### config.mk
export PLATFORM = sky130hd
export DESIGN_NAME = serial_sub8
export DESIGN_NICKNAME = d
export VERILOG_FILES = /design/src/rtl/serial_sub8_pkg.sv /design/src/rtl/serial_sub8_fs.sv /design/src/rtl/serial_sub8.sv
export SDC_FILE = /design/constraint.sdc
export NUM_CORES = 1
export LEC_CHECK = 0
export CAP_MARGIN = 15
export CORE_UTILIZATION = 32
export DETAILED_ROUTE_END_ITERATION = 7
export PLACE_DENSITY_LB_ADDON = 0.25
export REMOVE_ABC_BUFFERS = 1
export SETUP_SLACK_MARGIN = 0.1
export SLEW_MARGIN = 25
export SYNTH_ARGS = -nofsm -noshare
export SYNTH_HDL_FRONTEND = slang
export SYNTH_HIERARCHICAL = 1
export SYNTH_SLANG_ARGS = --single-unit
### constraint.sdc
create_clock -name clk -period 1.6 [get_ports clk]
set_input_delay 0.16 -clock clk [delete_from_list [all_inputs] [get_ports clk]]
set_output_delay 0.16 -clock clk [all_outputs]
set_load 0.03 [all_outputs]
### src/rtl/serial_sub8_pkg.sv
// Shared definitions for the bit-serial subtractor: controller states,
// the default operand width and the bit-counter sizing helper.
package sub_pkg;

   // Default operand/result width in bits.
   localparam int DEFAULT_WIDTH = 8;

   // Controller states: waiting, shifting bits, presenting a result.
   typedef enum logic [1:0] {
      IDLE = 2'd0,
      RUN  = 2'd1,
      DONE = 2'd2
   } state_t;

   // Bit counter width: enough to count 0..WIDTH-1.
   function automatic int cntWidth(input int width);
      return $clog2(width);
   endfunction

endpackage

### src/rtl/serial_sub8_fs.sv
// Single-bit full subtractor cell: d = a - b - bin with borrow-out.
module fs (
   input  logic a,
   input  logic b,
   input  logic bin,
   output logic d,
   output logic bout
);

   // Difference is the parity of the three inputs; a borrow is needed
   // whenever the subtracted bits outweigh the minuend bit.
   always_comb begin
      d    = a ^ b ^ bin;
      bout = (~a & b) | (~a & bin) | (b & bin);
   end

endmodule

### src/rtl/serial_sub8.sv
// Bit-serial ripple-borrow subtractor. One fs cell consumes one bit of the
// captured operands per clock, LSB first, with the borrow kept in a register.
// A start/ready/valid handshake lets a controller chain operations
// back to back by holding start while the result is presented.
import sub_pkg::*;

module serial_sub8 #(
   parameter int WIDTH = DEFAULT_WIDTH
) (
   input  logic             clk,
   input  logic             rst,
   input  logic             start,
   input  logic [WIDTH-1:0] x,
   input  logic [WIDTH-1:0] y,
   input  logic             bin,
   output logic             ready,
   output logic             valid,
   output logic [WIDTH-1:0] d,
   output logic             bout,
   output logic             ovf
);

   localparam int CW = cntWidth(WIDTH);
   localparam logic [CW-1:0] LAST_BIT = CW'(WIDTH - 1);

   state_t           r_state;
   logic [WIDTH-1:0] r_xShift;
   logic [WIDTH-1:0] r_yShift;
   logic [WIDTH-1:0] r_resShift;
   logic             r_borrow;
   logic [CW-1:0]    r_bitCnt;
   logic             r_xMsb;
   logic             r_yMsb;
   logic [WIDTH-1:0] r_d;
   logic             r_bout;
   logic             r_ovf;

   logic             w_fsDiff;
   logic             w_fsBorrow;
   logic [WIDTH-1:0] w_nextRes;
   logic             w_accept;
   logic             w_lastBit;

   // The one and only subtractor cell, fed from the operand LSBs.
   fs u_fs (
      .a    (r_xShift[0]),
      .b    (r_yShift[0]),
      .bin  (r_borrow),
      .d    (w_fsDiff),
      .bout (w_fsBorrow)
   );

   // Handshake decode and the result register after this cycle's shift.
   // ready covers DONE so a held start chains straight into the next RUN.
   always_comb begin
      ready     = (r_state == IDLE) || (r_state == DONE);
      valid     = (r_state == DONE);
      w_accept  = ready && start;
      w_lastBit = (r_state == RUN) && (r_bitCnt == LAST_BIT);
      w_nextRes = {w_fsDiff, r_resShift[WIDTH-1:1]};
   end

   // Controller: accept in IDLE/DONE, shift WIDTH bits in RUN, then show
   // the result for exactly one cycle. start in RUN is simply not looked at.
   always_ff @(posedge clk) begin
      if (rst) begin
         r_state <= IDLE;
      end else begin
         case (r_state)
            IDLE:    r_state <= w_accept ? RUN : IDLE;
            RUN:     r_state <= w_lastBit ? DONE : RUN;
            DONE:    r_state <= w_accept ? RUN : IDLE;
            default: r_state <= IDLE;
         endcase
      end
   end

   // Datapath: operands and borrow-in are captured on accept; during RUN
   // the operands shift right while difference bits enter the result at
   // the top, so after WIDTH shifts the result is in natural bit order.
   // The operand sign bits are kept aside because the shifters lose them.
   always_ff @(posedge clk) begin
      if (rst) begin
         r_xShift   <= '0;
         r_yShift   <= '0;
         r_resShift <= '0;
         r_borrow   <= 1'b0;
         r_bitCnt   <= '0;
         r_xMsb     <= 1'b0;
         r_yMsb     <= 1'b0;
      end else if (w_accept) begin
         r_xShift <= x;
         r_yShift <= y;
         r_borrow <= bin;
         r_bitCnt <= '0;
         r_xMsb   <= x[WIDTH-1];
         r_yMsb   <= y[WIDTH-1];
      end else if (r_state == RUN) begin
         r_xShift   <= r_xShift >> 1;
         r_yShift   <= r_yShift >> 1;
         r_resShift <= w_nextRes;
         r_borrow   <= w_fsBorrow;
         r_bitCnt   <= r_bitCnt + CW'(1);
      end
   end

   // Result registers change only on the edge that enters DONE, so the
   // outputs hold the previous answer through IDLE and the next RUN.
   // Overflow: operand signs differ and the result sign differs from x.
   always_ff @(posedge clk) begin
      if (rst) begin
         r_d    <= '0;
         r_bout <= 1'b0;
         r_ovf  <= 1'b0;
      end else if (w_lastBit) begin
         r_d    <= w_nextRes;
         r_bout <= w_fsBorrow;
         r_ovf  <= (r_xMsb != r_yMsb) && (w_fsDiff != r_xMsb);
      end
   end

   // Outputs come straight from registers; nothing combinational from inputs.
   always_comb begin
      d    = r_d;
      bout = r_bout;
      ovf  = r_ovf;
   end

endmodule
==> impl_metrics.env <==
export IMPL_die_width_um=74.57
export IMPL_n_antenna_cell=0
export IMPL_root_buffer="clkbuf_8"
export IMPL_grt_ovfl_total=0
export IMPL_period_needed_ns=1.450
export IMPL_numPortBuffers=31
export IMPL_post_synth_fa_ha_maj_area_fraction_pct=2.673
export IMPL_period_share_pct=90.60
export IMPL_syn_avg_cell_area_um2=8.643
export IMPL_h_tree_depth=2
export IMPL_coreArea_um2=5075
export IMPL_drt_pre_antenna_iters=4
export IMPL_drt_wl_total_um=3358
export IMPL_status="finished clean"
export IMPL_rsz0062_at_grt="no"
export IMPL_yosys_area_share_simple_pct=22.27
export IMPL_antenna_left=0
export IMPL_skew_ns=0.008026
export IMPL_grt_pass1_vias=1272
export IMPL_grt_pass1_wl_um=5713
export IMPL_ios=32
export IMPL_ys_warn_count=6
export IMPL_cp_max_fo=2
export IMPL_timing_fmax_ghz=0.6898
export IMPL_crit_slowest_cell="clkdlybuf4s50_1"
export IMPL_drtIter0Drc=65
export IMPL_clock_path_buffers=2
export IMPL_antenna_found_initial=0
export IMPL_synth_distinct_cells=26
export IMPL_end_kind="primary output"
export IMPL_drive_gt1_share_pct=8.969
export IMPL_hold_slack_ns=0.4509
export IMPL_via_count=1406
export IMPL_crit_chain="clkdlybuf4s50_1"
export IMPL_leakage_nw=0.8209
export IMPL_dp_hpwl_um=2092
export IMPL_startpoint_type="flip-flop"
export IMPL_layout_commonest_cell="nand2_1"
export IMPL_clk_latency_ns=0.29
export IMPL_final_nets=245
export IMPL_final_max_slew_viol_count=0
export IMPL_clk_pin_slew_ns=0.08
export IMPL_vias_per_cell=4.799
export IMPL_final_cell_mix="nand2_1, dfxtp_1, clkdlybuf4s50_1"
export IMPL_drc_errors=0
export IMPL_synth_top_family_by_area="simple AND/OR/NAND/NOR gates"
export IMPL_postCtsHoldBufs=0
export IMPL_worstPathRequired_ns=1.44
export IMPL_placed_cells=285
export IMPL_track_usage_pct=13.69
export IMPL_stdcell_count=293
export IMPL_synth_cells=195
export IMPL_dpl_cell_area_um2=2081
export IMPL_arrival_ns=1.29
export IMPL_power_mw=2.033
export IMPL_place_ws_ns=0.1892
export IMPL_path_class="reg -> out"
export IMPL_yosysSeqAreaShare_pct=48.70
export IMPL_cpPeakStageDelay_ns=0.66
export IMPL_gp_congestion=0.6723
export IMPL_maxSlewHeadroom_pct=78.76
export IMPL_hold_violations=0
export IMPL_powerDensity_nw_per_um2=938.3
export IMPL_synth_seq_cells=41
export IMPL_start_util_pct=33.21
export IMPL_critical_path_top_delay_family="buffers and inverters"
export IMPL_synth_compound_area_share_pct=17.15
export IMPL_maxCapViolCount=0
export IMPL_utilization_pct=42.70
export IMPL_synthMuxAreaShare_pct=1.782
export IMPL_stdcell_area_um2=2167
export IMPL_tightest_slew_ns=0.3181
export IMPL_hold_class="reg -> reg"
export IMPL_ir_worst_vdd_uv=376.9
export IMPL_netlist_area_um2=1685
export IMPL_synth_xor_area_share_pct=0.5197
export IMPL_cts_buffers=5
export IMPL_critPathBufInv=1
export IMPL_syn_to_final_growth_pct=28.58
export IMPL_post_cts_repair_setup_buffers=0
export IMPL_setup_viol=0
export IMPL_clkSinkCount=41
export IMPL_die_h_um=74.57
export IMPL_tns_ns=0
export IMPL_fin_ws_ns=0.1503
export IMPL_grt_max_degree=42
export IMPL_wire_per_inst_um=11.46
export IMPL_dieArea_um2=5561
export IMPL_cts_tree="built"
export IMPL_rows=26
[final timing paths]
| path | start | cells past startpoint | slack [ns] | to |
|---|---|---|---|---|
| worst min-delay path | d[3]$_SDFFE_PP0P_ | 2 | 0.45 | d[3]$_SDFFE_PP0P_ |
| worst max register to register | r_xShift[0]$_SDFFE_PP0P_ | 6 | 0.23 | ovf$_SDFFE_PP0P_ |
| worst min register to register | d[3]$_SDFFE_PP0P_ | 2 | 0.45 | d[3]$_SDFFE_PP0P_ |
| worst max-delay path | d[4]$_SDFFE_PP0P_ | 1 | 0.15 | d[4] |
[synthesized netlist by cell type]
master / number / share of area (%)
a211oi_2: 1 / 0.74
a21oi_1: 23 / 6.8
a22oi_1: 2 / 0.89
a311oi_1: 2 / 1.0
a311oi_2: 6 / 5.3
and2b_1: 1 / 0.45
buf_1: 1 / 0.22
buf_2: 6 / 1.8
buf_4: 4 / 1.8
buf_6: 2 / 1.3
clkbuf_1: 5 / 1.1
dfxtp_1: 41 / 49
fa_1: 1 / 1.2
ha_1: 2 / 1.5
inv_1: 3 / 0.67
mux2i_1: 3 / 1.8
nand2_1: 42 / 9.4
nand2b_1: 2 / 0.74
nand3_1: 12 / 3.6
nand3b_1: 2 / 0.89
nor2_1: 12 / 2.7
nor2b_1: 2 / 0.74
nor3_1: 13 / 3.9
o21a_1: 1 / 0.45
o22ai_1: 5 / 1.9
xnor2_1: 1 / 0.52
[registers in the layout, indices dropped and copies added, names as in the netlist]
register,flops
r_bitCnt,3
bout,1
r_xMsb,1
d,8
r_resShift,7
r_yShift,8
ovf,1
r_yMsb,1
r_xShift,8
r_borrow,1
r_state,2
[tightest hold or removal path: cells and delay by family (launching register included)]
family / cells / cell delay (ns)
AO/OA/AOI/OAI: 1 / 0.05
AND/OR/NAND/NOR: 1 / 0.05
flip-flops: 1 / 0.31
[logic make-up after synthesis]
kind of cell / Yosys count
compound gates: 40
xor+xnor: 1
fa+ha+maj: 3
buf+inv: 21
flops: 41
mux: 3
simple gates: 86
[area by class of cell]
class	instances	area (µm²)
fillers	535	2908
repair buffers	38	417.9
multi-input cells	133	748.2
flip-flops and latches	41	822.0
inverters	3	11.26
well taps	70	87.58
clock buffers	8	80.08
[repair_timing]
item,4_1_cts,5_1_grt
resized for setup,2,4
pin swaps,0,1
hold endpoints to repair,0,0
endpoints found under the setup margin,2,4
[routing by layer]
layer	share of wire, %	GRT usage (%)
met4	1.3	5.660
met3	4.3	4.065
met5	0	0
met1	48	16.75
met2	46	22.42
[power by group]
group          switching, mW  internal (mW)
combinational          0.149          0.140
clock                  0.334          0.310
sequential            0.0302           1.07
total                  0.514           1.52
Note: power is estimated with default switching activity, not from simulation.
